--- config.mk ---
export PLATFORM = sky130hd
export DESIGN_NAME = lcd_write_scheduler_flat
export DESIGN_NICKNAME = d
export VERILOG_FILES = /design/src/rtl/lcd_write_scheduler_if.sv /design/src/rtl/lcd_write_scheduler.sv /design/src/flat_wrapper.sv
export SDC_FILE = /design/constraint.sdc
export NUM_CORES = 1
export LEC_CHECK = 0
export BUFFER_PORTS_ARGS = -buffer_cell sky130_fd_sc_hd__buf_2
export CAP_MARGIN = 25
export CORE_UTILIZATION = 40
export CTS_CLUSTER_SIZE = 25
export DETAILED_ROUTE_END_ITERATION = 6
export SYNTH_ARGS = -nofsm -noshare
export SYNTH_HDL_FRONTEND = slang
export SYNTH_SLANG_ARGS = --single-unit
--- constraint.sdc ---
create_clock -name clk -period 3.08 [get_ports clk]
set_input_delay 0.616 -clock clk [delete_from_list [all_inputs] [get_ports clk]]
set_output_delay 0.616 -clock clk [all_outputs]
set_load 0.1 [all_outputs]
--- src/rtl/lcd_write_scheduler_if.sv ---
// Processor-to-LCD write bundle: write port, driver state in, bus and status out.
interface lcd_write_scheduler_if #(
   parameter int DEPTH = 8
);
   logic                     wr_en;
   logic [7:0]               wr_data;
   logic [7:0]               LCD_STATE;
   logic [9:0]               LCD_INPUT_BUS;
   logic                     full;
   logic [$clog2(DEPTH):0]   count;
   logic                     busy;
   logic                     overflow;
   logic                     timeout_err;

   modport master (
      output wr_en, wr_data, LCD_STATE,
      input  LCD_INPUT_BUS, full, count,
      input  busy, overflow, timeout_err
   );

   modport slave (
      input  wr_en, wr_data, LCD_STATE,
      output LCD_INPUT_BUS, full, count,
      output busy, overflow, timeout_err
   );
endinterface

--- src/rtl/lcd_write_scheduler.sv ---
// Queues processor LCD writes and issues them one at a time
// to the LCD driver, waiting for its busy/ready cycle between writes.
module lcd_write_scheduler #(
   parameter int         DEPTH       = 8,
   parameter logic [7:0] READY_CODE  = 8'd4,
   parameter int         ACK_TIMEOUT = 16
) (
   input logic clk,
   input logic reset,
   lcd_write_scheduler_if.slave lcd
);
   localparam int AW = $clog2(DEPTH);
   localparam int CW = AW + 1;
   localparam int TW = $clog2(ACK_TIMEOUT + 1);

   typedef enum logic [1:0] {
      IDLE,
      ISSUE,
      WAIT_BUSY,
      WAIT_READY
   } state_t;

   state_t          state, state_n;
   logic [7:0]      mem [DEPTH];
   logic [AW-1:0]   wr_ptr, rd_ptr;
   logic [CW-1:0]   cnt;
   logic [TW-1:0]   tmr, tmr_n;
   logic            lcd_en, lcd_en_n;
   logic [7:0]      lcd_data, lcd_data_n;
   logic            ovf;
   logic            terr, terr_n;
   logic            ready, empty, full_i;
   logic            push, pop;

   assign ready  = (lcd.LCD_STATE == READY_CODE);
   assign empty  = (cnt == '0);
   assign full_i = (cnt == CW'(DEPTH));
   assign push   = lcd.wr_en && !full_i;

   always_comb begin
      state_n    = state;
      tmr_n      = tmr;
      lcd_en_n   = lcd_en;
      lcd_data_n = lcd_data;
      terr_n     = terr;
      pop        = 1'b0;
      unique case (state)
         IDLE: begin
            if (!empty && ready) begin
               state_n    = ISSUE;
               lcd_en_n   = 1'b1;
               lcd_data_n = mem[rd_ptr];
               pop        = 1'b1;
            end
         end
         ISSUE: begin
            lcd_en_n = 1'b0;
            tmr_n    = '0;
            state_n  = WAIT_BUSY;
         end
         WAIT_BUSY: begin
            if (!ready) begin
               state_n = WAIT_READY;
            end else if (tmr == TW'(ACK_TIMEOUT - 1)) begin
               // Driver never acknowledged; treat the byte as consumed.
               terr_n  = 1'b1;
               state_n = IDLE;
            end else begin
               tmr_n = tmr + 1'b1;
            end
         end
         WAIT_READY: begin
            if (ready) state_n = IDLE;
         end
         default: state_n = IDLE;
      endcase
   end

   always_ff @(posedge clk) begin
      if (reset) begin
         state    <= IDLE;
         wr_ptr   <= '0;
         rd_ptr   <= '0;
         cnt      <= '0;
         tmr      <= '0;
         lcd_en   <= 1'b0;
         lcd_data <= '0;
         ovf      <= 1'b0;
         terr     <= 1'b0;
      end else begin
         state    <= state_n;
         tmr      <= tmr_n;
         lcd_en   <= lcd_en_n;
         lcd_data <= lcd_data_n;
         terr     <= terr_n;
         if (push) wr_ptr <= wr_ptr + 1'b1;
         if (pop) rd_ptr <= rd_ptr + 1'b1;
         unique case ({push, pop})
            2'b10:   cnt <= cnt + 1'b1;
            2'b01:   cnt <= cnt - 1'b1;
            default: cnt <= cnt;
         endcase
         // Full is judged before the edge, so a same-edge pop does not help.
         if (lcd.wr_en && full_i) ovf <= 1'b1;
      end
   end

   always_ff @(posedge clk) begin
      if (push && !reset) mem[wr_ptr] <= lcd.wr_data;
   end

   assign lcd.LCD_INPUT_BUS = {lcd_en, lcd_data, reset};
   assign lcd.full          = full_i;
   assign lcd.count         = cnt;
   assign lcd.busy          = (state != IDLE) || !empty;
   assign lcd.overflow      = ovf;
   assign lcd.timeout_err   = terr;
endmodule

--- src/flat_wrapper.sv ---
// flat-port wrapper written by rule: the top's interface ports become plain ports
module lcd_write_scheduler_flat 
#(
   parameter int         DEPTH       = 8,
   parameter logic [7:0] READY_CODE  = 8'd4,
   parameter int         ACK_TIMEOUT = 16
)
  (clk, reset, lcd_wr_en, lcd_wr_data, lcd_LCD_STATE, lcd_LCD_INPUT_BUS, lcd_full, lcd_count, lcd_busy, lcd_overflow, lcd_timeout_err);
  lcd_write_scheduler_if #(.DEPTH(DEPTH)) lcd_i ();
  input logic clk;
  input logic reset;
  input wire logic [$bits(lcd_i.wr_en)-1:0] lcd_wr_en;
  input wire logic [$bits(lcd_i.wr_data)-1:0] lcd_wr_data;
  input wire logic [$bits(lcd_i.LCD_STATE)-1:0] lcd_LCD_STATE;
  output wire logic [$bits(lcd_i.LCD_INPUT_BUS)-1:0] lcd_LCD_INPUT_BUS;
  output wire logic [$bits(lcd_i.full)-1:0] lcd_full;
  output wire logic [$bits(lcd_i.count)-1:0] lcd_count;
  output wire logic [$bits(lcd_i.busy)-1:0] lcd_busy;
  output wire logic [$bits(lcd_i.overflow)-1:0] lcd_overflow;
  output wire logic [$bits(lcd_i.timeout_err)-1:0] lcd_timeout_err;
  assign lcd_i.wr_en = lcd_wr_en;
  assign lcd_i.wr_data = lcd_wr_data;
  assign lcd_i.LCD_STATE = lcd_LCD_STATE;
  assign lcd_LCD_INPUT_BUS = lcd_i.LCD_INPUT_BUS;
  assign lcd_full = lcd_i.full;
  assign lcd_count = lcd_i.count;
  assign lcd_busy = lcd_i.busy;
  assign lcd_overflow = lcd_i.overflow;
  assign lcd_timeout_err = lcd_i.timeout_err;
  lcd_write_scheduler #(.DEPTH(DEPTH), .READY_CODE(READY_CODE), .ACK_TIMEOUT(ACK_TIMEOUT)) u_core (.clk(clk), .reset(reset), .lcd(lcd_i));
endmodule
==> reports/summary.txt, run 1 <==
Outcome -> finished, final reports clean
Hold WC Path Type -> flip-flop to flip-flop
Post-CTS Setup Inserts -> 0
CTS tree -> built
Fin crit period -> 2.659 ns
Register area share after synthesis -> 63.04%
Ys async rst share -> 0%
Top cell type's share of synthesized area -> 48.81%
Sink Count -> 92
Crit-path cells -> or4b_1 -> and2_1 -> inv_1 -> ha_1 -> xor2_1 -> ha_1 -> a21oi_1 -> xor2_1 -> or3_1 -> a21oi_1
DRC viols -> 0
Hold path start -> u_core.lcd.overflow$_SDFFE_PP0P_
WP buf/inv -> 1
Die area -> 10240 sq um
Top Layer Used -> met4
Area of the mapped netlist -> 3938 sq um
Final setup margin -> 0.4207 ns
Initial antenna violation count -> 0
Total Wirelength -> 7211 um
Vias in the first global route -> 2307
NetSw -> 0.7604 mW
LEAKAGE -> 1.571 nW
Chip width -> 101.2 um
Post-route clock period utilization -> 86.34%
Met3 WL post-DR -> 317 um
WHS -> 0.4845 ns
Reg power frac -> 53.7%
Clk pwr share -> 31.7%
Worst path required time -> 3.38 ns
Core box area -> 9371 sq um
Setup CP Type -> flip-flop to flip-flop
Worst EP arrival -> 2.96 ns
Multi-input logic area -> 1348 sq um
CP endpoint kind -> flip-flop
Seq cells post-synth -> 92
First-pass GRT wire length -> 11440 um
Sw frac -> 29.68%
Length of routed met2 wiring -> 3489 um
Antenna cell count -> 0
Slew @ Worst Pin -> 0.6507 ns
Yosys synthesis warning count -> 0
Fin. Hold Viols -> 0
Slew Limit Headroom -> 56.56%
Global-route usage over all layers -> 15.43%
Primary FF master, synth -> edfxtp_1
Final setup fails -> 0
EDFF count, synth -> 64
Post-Synthesis Cells -> 270
DPL Wire Length -> 4748 um
Maximum vdd drop -> 200.7 uV
Ports -> 37
Slack of the worst reg-to-reg path -> 0.42 ns
Largest net degree at the start of global routing -> 35
Critical Path Start -> u_core.lcd.count[1]$_SDFFE_PP0P_
PortBufs -> 36
Met1 WL -> 3262 um
Setup crit start kind -> flip-flop
# hold bufs at CTS -> 0
Combinational Power Share -> 14.6%
Int Pwr -> 1.802 mW
Worst-case clock skew -> 0.01598 ns
RSZ-0062 raised after global routing -> no
Worst-path clk slew -> 0.10 ns
Overflow after GRT -> 0
Insertion delay to the later sink of the worst-skew pair -> 0.36 ns
Nets -> 347
DRT Pass-1 Iters -> 5
Max Freq -> 376.0 MHz
Detailed-route via count -> 2349
Sum of negative setup slack -> 0 ns
Largest cells by area after synthesis -> edfxtp_1 49%, dfxtp_1 14%, mux4_2 9.2%
Starting density of the core -> 42.02%
Max Cap Viol -> 0
Syn-to-layout area delta -> 15.25%
ANT nets after route -> 0
Flip-flop and latch area -> 2485 sq um
CP max stage cell -> or4b_1
Worst reg2reg path depth -> 10
DR iter-0 viols -> 134
Cell class contributing the biggest share of worst-path delay -> simple AND/OR/NAND/NOR gates
Top fanout value on the critical path -> 10
PD cells -> 564.6 nW/um^2
H-tree Lvls -> 3
Critical path's largest stage delay -> 0.57 ns
Wire per inst -> 16.02 um
R2r startpoint -> u_core.lcd.count[1]$_SDFFE_PP0P_
Net Count, Synth -> 301
Post-CTS sizing -> 0
GP Congestion -> 0.7727
Via/cell ratio -> 5.220
Fillers -> 827
Die height -> 101.2 um
Worst setup endpoint -> u_core.lcd.count[2]$_SDFFE_PP0P_
Syn_area_per_cell -> 14.58 sq um
Yosys cell types -> 48
Layout cells sized above 1 -> 28.97%
Largest area contributor in the netlist -> edfxtp_1
CTS Buf Count -> 9
R2R Path End -> u_core.lcd.count[2]$_SDFFE_PP0P_
CP Depth -> 10
Rows -> 35
Pre-CTS setup slack -> 0.2565 ns
Max Root-Sink Buffers -> 2
Root Buffer -> clkbuf_8
Count of pins over their slew limit -> 0
[layout by cell type, fill, tap and decap left out, types with 3 or more instances in the layout]
cell type,instances
clkinv_8,3
xnor2_1,3
ha_1,12
dfxtp_1,26
xor2_1,4
a32oi_1,3
a21oi_1,8
mux2i_1,11
nand2b_1,3
inv_1,9
a31oi_1,4
nor2_1,24
nand2_1,10
buf_2,36
nor4_1,5
o21ai_0,4
mux4_2,16
buf_4,16
a211oi_1,8
clkbuf_8,9
nor4b_2,3
edfxtp_1,64
or4_1,3
[final cells by class]
class,count,area share (%)
flip-flops and latches,92,54.76
multi-input cells,152,29.69
repair buffers,52,6.617
clock buffers,9,2.730
clock inverters,7,1.902
well taps,129,3.557
inverters,9,0.7444
[how the worst min path moves through the flow]
stage                                           to  depth (start not counted)
3_3_place_gp      u_core.lcd.overflow$_SDFFE_PP0P_                          2
2_1_floorplan           u_core.tmr[4]$_SDFFE_PP0P_                          2
6_report          u_core.lcd.overflow$_SDFFE_PP0P_                          2
5_1_grt                 u_core.mem[6][5]$_DFFE_PP_                          1
3_5_place_dp      u_core.lcd.overflow$_SDFFE_PP0P_                          2
4_1_cts        u_core.lcd.timeout_err$_SDFFE_PP0P_                          2
[per-layer routing]
metal,vias to the layer above,GRT usage (%)
li1,1135,-
met1,1152,19.38
met2,49,24.44
met3,13,4.072
met4,0,8.473
met5,-,0
[metrics by stage]
stage / total power, mW / utilization (%) / area [sq um] / std cells
global route: 2.673 / 48.42 / 4538 / 450
global placement: 1.775 / 46.18 / 4328 / 434
CTS: 2.593 / 48.42 / 4538 / 450
floorplan: 1.684 / - / 3953 / 270
finish: 2.562 / 48.42 / 4538 / 450
detailed placement: 1.778 / 46.18 / 4328 / 434
[flip-flops by register name, summed over array words and instances, names as in the netlist]
register	count
u_core.state	2
u_core.wr_ptr	3
u_core.rd_ptr	3
u_core.lcd_data	8
u_core.mem	64
u_core.lcd.timeout_err	1
u_core.lcd.overflow	1
u_core.tmr	5
u_core.lcd.count	4
u_core.lcd_en	1
[kinds of logic (layout without fill, tap and decap cells)]
group                      count (synthesis)  after routing  synth area share, %
muxes                                     27             27                11.95
adders and majority gates                 12             12                3.813
buffers and inverters                     26             77                3.050
and+or+nand+nor                           71             71                10.49
DFF                                       92             92                63.04
xor gates and xnor gates                   7              7                1.557
AOI/OAI and AO/OA                         35             35                6.101
[power groups by stage]
stage	combinational, mW	sequential (mW)	clock, mW
detailed placement	0.374	1.40	0
CTS	0.377	1.38	0.841
global route	0.406	1.38	0.887
global placement	0.372	1.40	0
floorplan	0.265	1.42	0
finish	0.373	1.38	0.812
[worst reg2reg max path, delay by kind of cell (launching register included)]
kind | cells | cell delay (ns)
AOI/OAI and AO/OA | 2 | 0.19
xor gates and xnor gates | 2 | 0.31
adders and majority gates | 2 | 0.38
buffers and inverters | 1 | 0.21
DFF | 1 | 0.39
and+or+nand+nor | 3 | 1.14
[cells in the mapped netlist, types with 4 or more instances]
library cell  number
a211oi_1           8
a21oi_1            8
a31oi_1            4
clkbuf_1           8
dfxtp_1           28
edfxtp_1          64
ha_1              12
inv_1              9
mux2i_1           11
mux4_2            16
nand2_1           10
nor2_1            24
nor4_1             5
nor4b_1            4
o21ai_0            4
xor2_1             4
(Power assumes the default switching activity.)
==> inputs of run 2 (changes only) <==
--- a/config.mk
+++ b/config.mk
@@ -5,11 +5,11 @@
 export SDC_FILE = /design/constraint.sdc
 export NUM_CORES = 1
 export LEC_CHECK = 0
-export BUFFER_PORTS_ARGS = -buffer_cell sky130_fd_sc_hd__buf_2
 export CAP_MARGIN = 25
 export CORE_UTILIZATION = 40
 export CTS_CLUSTER_SIZE = 25
 export DETAILED_ROUTE_END_ITERATION = 6
+export DONT_BUFFER_PORTS = 1
 export SYNTH_ARGS = -nofsm -noshare
 export SYNTH_HDL_FRONTEND = slang
 export SYNTH_SLANG_ARGS = --single-unit
==> reports/summary.txt, run 2 (same netlist as run 1, synthesis figures left out) <==
H-tree Lvls -> 3 (unchanged)
R2R Path End -> u_core.lcd.count[2]$_SDFFE_PP0P_
Length of routed met2 wiring -> 3546 um (+1.6%)
Commonest non-fill, non-tap cells in the layout -> 64 x edfxtp_1, 26 x dfxtp_1, 24 x nor2_1, 17 x buf_4, 16 x mux4_2
Slack of the worst reg-to-reg path -> 0.36 ns (-0.06 ns)
# hold bufs at CTS -> 0 (unchanged)
Max Freq -> 367.7 MHz (-2.2%)
Die height -> 101.2 um (unchanged)
Overflow after GRT -> 0 (unchanged)
Sum of negative setup slack -> 0 ns (unchanged)
Met3 WL post-DR -> 344 um (+8.5%)
Critical Path Start -> u_core.lcd.count[0]$_SDFFE_PP0P_
Top fanout value on the critical path -> 6 (-4)
Outcome -> finished, final reports clean
Fin. Hold Viols -> 0 (unchanged)
Hold WC Path Type -> primary input to flip-flop
Maximum vdd drop -> 240.5 uV (+20%)
CP endpoint kind -> flip-flop
DRC viols -> 0 (unchanged)
Total power draw -> 2.515 mW (-1.8%)
R2r startpoint -> u_core.lcd.count[0]$_SDFFE_PP0P_
Die area -> 10240 sq um (unchanged)
Nets -> 312 (-10%)
DR iter-0 viols -> 95 (-29%)
Rows -> 35 (unchanged)
PortBufs -> 0 (-100%)
PD cells -> 578.1 nW/um^2 (+2.4%)
Worst reg2reg path depth -> 10 (unchanged)
DP Area -> 4155 sq um (-4.0%)
Max Cap Viol -> 0 (unchanged)
Post-route clock period utilization -> 88.30% (+2.0 points)
Max Root-Sink Buffers -> 2 (unchanged)
Layout cells sized above 1 -> 19.93% (-9.0 points)
Post-CTS Setup Inserts -> 0 (unchanged)
Largest regs -> u_core.mem x64, u_core.lcd_data x8, u_core.tmr x5
Slew Limit Headroom -> 32.59% (-24 points)
ANT nets after route -> 0 (unchanged)
CTS Buf Count -> 9 (unchanged)
Core box area -> 9371 sq um (unchanged)
Met1 WL -> 3210 um (-1.6%)
Worst setup endpoint -> u_core.lcd.count[2]$_SDFFE_PP0P_
CTS tree -> built
Sink Count -> 92 (unchanged)
Starting density of the core -> 42.02% (unchanged)
Slew @ Worst Pin -> 1.010 ns (+0.3591 ns)
Multi-input logic area -> 1348 sq um (unchanged)
Max reg flops -> 64 (unchanged)
Setup CP Type -> flip-flop to flip-flop
Top Layer Used -> met4
Worst-case clock skew -> 0.01640 ns (+0.0004183 ns)
Flip-flop and latch area -> 2485 sq um (unchanged)
Detailed-route via count -> 2236 (-4.8%)
Worst EP arrival -> 3.02 ns (+0.06 ns)
RSZ-0062 raised after global routing -> no
Post-CTS sizing -> 0 (unchanged)
Ports -> 37 (unchanged)
Design area -> 4350 sq um (-4.1%)
Fillers -> 872 (+5.4%)
Fin crit period -> 2.720 ns (+0.06026 ns)
Total Wirelength -> 7208 um (about the same)
Final setup fails -> 0 (unchanged)
Via/cell ratio -> 5.388 (+3.2%)
Worst path required time -> 3.38 ns (about the same)
DRT Pass-1 Iters -> 6 (+1)
DPL Wire Length -> 4691 um (-1.2%)
Final setup margin -> 0.3605 ns (-0.06026 ns)
Largest net degree at the start of global routing -> 36 (+2.9%)
LEAKAGE -> 1.400 nW (-11%)
Syn-to-layout area delta -> 10.49%
Worst-path clk slew -> 0.10 ns (about the same)
Insertion delay to the later sink of the worst-skew pair -> 0.37 ns (about the same)
First-pass GRT wire length -> 11460 um (+0.17%)
Pre-CTS setup slack -> 0.2634 ns (+0.006918 ns)
Initial antenna violation count -> 0 (unchanged)
Setup crit start kind -> flip-flop
Largest reg by FF count -> u_core.mem
Most common cell after layout, fill and taps aside -> edfxtp_1
Chip width -> 101.2 um (unchanged)
Wire per inst -> 17.37 um (+8.4%)
Antenna cell count -> 0 (unchanged)
GP Congestion -> 0.7553 (-2.3%)
Vias in the first global route -> 2238 (-3.0%)
Count of pins over their slew limit -> 0 (unchanged)
Global-route usage over all layers -> 15.35% (-0.082 points)
Root Buffer -> clkbuf_8
[run 2: cell types whose count changed in the layout (fill, tap and decap cells not counted), sizes merged]
| cell | change |
|---|---|
| clkbuf | +2 |
| buf | -35 |
| clkinv | -2 |
| inv | -1 |
| clkinvlp | +1 |
[run 2: where the power goes]
part	internal, mW	total, mW	switching [mW]
registers	1.35	1.38	0.0315
clock network	0.352	0.793	0.441
logic	0.123	0.343	0.220
total	1.82	2.52	0.693
[run 2: worst max-delay path, cell delays in order, from the launching register on]
cell	delay [ns]
dfxtp_1	0.35
or4b_1	0.58
and2_1	0.25
inv_1	0.19
ha_1	0.29
xor2_1	0.17
ha_1	0.16
a21oi_1	0.05
xor2_1	0.16
or3_1	0.31
a21oi_1	0.14
[run 2: area by class of cell]
cell class	instances	area share (%)
Sequential cell	92	57.12
Multi-Input combinational cell	152	30.97
Timing Repair Buffer	17	2.934
Inverter	9	0.7765
Clock buffer	11	3.509
Clock inverter	5	0.9779
Tap cell	129	3.710
[run 2: layer usage]
metal | vias up | track usage (%)
met4 | 0 | 6.020
met5 | - | 0
met2 | 42 | 25.43
met1 | 1126 | 19.24
li1 | 1060 | -
met3 | 8 | 4.141
[run 2: worst min path at each step]
stage                               start                       endpoint  depth (start not counted)
6_report                            reset  u_core.rd_ptr[0]$_SDFFE_PP0N_                          1
5_1_grt                             reset     u_core.tmr[2]$_SDFFE_PP0P_                          1
4_1_cts                             reset  u_core.rd_ptr[0]$_SDFFE_PP0N_                          1
3_5_place_dp   u_core.tmr[0]$_SDFFE_PP0P_     u_core.tmr[0]$_SDFFE_PP0P_                          2
3_3_place_gp   u_core.tmr[0]$_SDFFE_PP0P_     u_core.tmr[0]$_SDFFE_PP0P_                          2
2_1_floorplan  u_core.tmr[4]$_SDFFE_PP0P_     u_core.tmr[4]$_SDFFE_PP0P_                          2
[run 2: per-stage QoR]
step	utilization, %	cells	hold slack (ns)
floorplan	-	270	0.4538
global placement	44.34	399	0.4741
detailed placement	44.34	399	0.4761
CTS	46.42	415	0.2923
global route	46.42	415	0.2842
finish	46.42	415	0.3127
==> inputs of run 3 (changes only) <==
--- a/config.mk
+++ b/config.mk
@@ -6,10 +6,11 @@
 export NUM_CORES = 1
 export LEC_CHECK = 0
 export CAP_MARGIN = 25
-export CORE_UTILIZATION = 40
+export CORE_UTILIZATION = 56
 export CTS_CLUSTER_SIZE = 25
 export DETAILED_ROUTE_END_ITERATION = 6
 export DONT_BUFFER_PORTS = 1
+export PLACE_DENSITY = 0.74
 export SYNTH_ARGS = -nofsm -noshare
 export SYNTH_HDL_FRONTEND = slang
 export SYNTH_SLANG_ARGS = --single-unit
==> reports/summary.txt, run 3 (same netlist as run 1, synthesis figures left out) <==
Outcome -> finished, final reports clean
Slew @ Worst Pin -> 1.021 ns (+0.01099 ns)
Reg power frac -> 54.0% (-0.8 points)
Worst Hold End -> u_core.lcd_en$_SDFFE_PP0P_
Overflow after GRT -> 0 (unchanged)
DRC viols -> 0 (unchanged)
Sw frac -> 27.39% (-0.16 points)
Post-CTS sizing -> 0 (unchanged)
R2r startpoint -> u_core.lcd.count[0]$_SDFFE_PP0P_
DR iter-0 viols -> 138 (+45%)
Final setup margin -> 0.2970 ns (-0.06344 ns)
Fin crit period -> 2.783 ns (+0.06344 ns)
Worst path required time -> 3.38 ns (about the same)
DP Area -> 4120 sq um (-0.84%)
Flip-flop and latch area -> 2485 sq um (unchanged)
Combinational Power Share -> 13.3% (-0.3 points)
Max Freq -> 359.3 MHz (-2.3%)
Max reg flops -> 64 (unchanged)
Initial antenna violation count -> 0 (unchanged)
Die area -> 7370 sq um (-28%)
DRT Pass-1 Iters -> 4 (-2)
Worst EP arrival -> 3.08 ns (+0.06 ns)
Layout cells sized above 1 -> 20.63% (+0.70 points)
Multi-input logic area -> 1354 sq um (+0.46%)
Slew Limit Headroom -> 31.86% (-0.73 points)
Via/cell ratio -> 5.798 (+7.6%)
Worst Hold Depth -> 1 (unchanged)
ANT nets after route -> 0 (unchanged)
Fillers -> 494 (-43%)
Slack of the worst reg-to-reg path -> 0.30 ns (-0.06 ns)
Count of pins over their slew limit -> 0 (unchanged)
Commonest non-fill, non-tap cells in the layout -> 64 x edfxtp_1, 26 x dfxtp_1, 24 x nor2_1, 17 x buf_4, 16 x mux4_2
RSZ-0062 raised after global routing -> no
Total Wirelength -> 7015 um (-2.7%)
Post-CTS Setup Inserts -> 0 (unchanged)
Top fanout value on the critical path -> 7 (+1)
Nets -> 312 (unchanged)
Chip width -> 85.85 um (-15%)
Int Pwr -> 1.859 mW (+2.0%)
Root Buffer -> clkbuf_8
First-pass GRT wire length -> 11370 um (-0.78%)
Largest reg by FF count -> u_core.mem
Setup CP Type -> flip-flop to flip-flop
Final setup fails -> 0 (unchanged)
Fin. Hold Viols -> 0 (unchanged)
Largest regs -> u_core.mem x64, u_core.lcd_data x8, u_core.tmr x5
H-tree Lvls -> 3 (unchanged)
Insertion delay to the later sink of the worst-skew pair -> 0.36 ns (about the same)
Syn-to-layout area delta -> 9.819%
Starting density of the core -> 57.96% (+16 points)
Post-route clock period utilization -> 90.36% (+2.1 points)
Detailed-route via count -> 2215 (-0.94%)
# hold bufs at CTS -> 0 (unchanged)
Most common cell after layout, fill and taps aside -> edfxtp_1
Sink Count -> 92 (unchanged)
Worst-path clk slew -> 0.10 ns (about the same)
CTS Buf Count -> 9 (unchanged)
CTS tree -> built
WHS -> 0.3110 ns (-0.001680 ns)
Hold path start -> reset
Clk pwr share -> 32.7% (+1.2 points)
R2R Path End -> u_core.lcd.count[2]$_SDFFE_PP0P_
Rows -> 30 (-14%)
Worst-case clock skew -> 0.01293 ns (-0.003477 ns)
GP Congestion -> 0.8860 (+17%)
Largest net degree at the start of global routing -> 36 (unchanged)
NetSw -> 0.7013 mW (+1.2%)
Global-route usage over all layers -> 21.19% (+5.8 points)
Max Root-Sink Buffers -> 2 (unchanged)
Maximum vdd drop -> 353.2 uV (+47%)
Sum of negative setup slack -> 0 ns (unchanged)
Total power draw -> 2.560 mW (+1.8%)
CP endpoint kind -> flip-flop
Antenna cell count -> 0 (unchanged)
Max Cap Viol -> 0 (unchanged)
Crit-path cells -> or4b_1 -> and2_1 -> inv_1 -> ha_1 -> xor2_1 -> ha_1 -> a21oi_1 -> xor2_1 -> or3_1 -> a21oi_1
Worst reg2reg path depth -> 10 (unchanged)
Ports -> 37 (unchanged)
Cell class contributing the biggest share of worst-path delay -> simple AND/OR/NAND/NOR gates
LEAKAGE -> 1.407 nW (+0.53%)
Hold WC Path Type -> primary input to flip-flop
WP buf/inv -> 1 (unchanged)
Critical path's largest stage delay -> 0.60 ns (+0.02 ns)
DPL Wire Length -> 4533 um (-3.4%)
Setup crit start kind -> flip-flop
Pre-CTS setup slack -> 0.2463 ns (-0.01712 ns)
CP max stage cell -> or4b_1
Vias in the first global route -> 2303 (+2.9%)
Die height -> 85.85 um (-15%)
PortBufs -> 0 (unchanged)
PD cells -> 592.1 nW/um^2 (+2.4%)
Design area -> 4324 sq um (-0.60%)
Wire per inst -> 18.36 um (+5.7%)
Core box area -> 6794 sq um (-28%)
## run 3: metal layers
layer | up-vias | track usage [%] | part of all wire (%)
met5 | - | 0 | 0
met1 | 1092 | 26.30 | 43
met4 | 0 | 9.242 | 1.8
met2 | 47 | 35.78 | 51
li1 | 1064 | - | -
met3 | 12 | 5.005 | 4.2
## run 3: metrics by stage
stage / cells / util (%)
finish: 382 / 63.65
global route: 382 / 63.65
CTS: 382 / 63.65
detailed placement: 366 / 60.64
global placement: 366 / 60.64
floorplan: 270 / -
## run 3: worst reg2reg max path: cells and delay by family (launching register included)
family | cells | cell delay, ns
adders and majority gates | 2 | 0.46
xor gates and xnor gates | 2 | 0.35
and+or+nand+nor | 3 | 1.15
DFF | 1 | 0.39
buffers and inverters | 1 | 0.19
AOI/OAI and AO/OA | 2 | 0.19
## run 3: power by group through the flow
stage               clock network (mW)  logic [mW]  registers [mW]
floorplan                            0       0.265            1.42
global placement                     0       0.337            1.41
detailed placement                   0       0.341            1.41
CTS                              0.855       0.342            1.38
global route                     0.901       0.369            1.39
finish                           0.838       0.340            1.38
## run 3: area by class of cell
| type | count | share of cell area, % |
|---|---|---|
| clock buffers | 9 | 2.865 |
| clock inverters | 7 | 1.852 |
| inverters | 9 | 0.7812 |
| multi-input cells | 152 | 31.31 |
| flip-flops and latches | 92 | 57.47 |
| well taps | 96 | 2.778 |
| repair buffers | 17 | 2.951 |
## run 3: worst max-delay path by stage
stage / start / to / depth (start not counted)
after floorplan: u_core.lcd.count[0]$_SDFFE_PP0P_ / u_core.lcd.count[2]$_SDFFE_PP0P_ / 10
after global placement: lcd_LCD_STATE[5] / u_core.lcd.count[2]$_SDFFE_PP0P_ / 9
after detailed placement: lcd_LCD_STATE[5] / u_core.lcd.count[2]$_SDFFE_PP0P_ / 9
after CTS: u_core.lcd.count[0]$_SDFFE_PP0P_ / u_core.lcd.count[2]$_SDFFE_PP0P_ / 10
after global routing: u_core.lcd.count[0]$_SDFFE_PP0P_ / u_core.lcd.count[2]$_SDFFE_PP0P_ / 10
final: u_core.lcd.count[0]$_SDFFE_PP0P_ / u_core.lcd.count[2]$_SDFFE_PP0P_ / 10
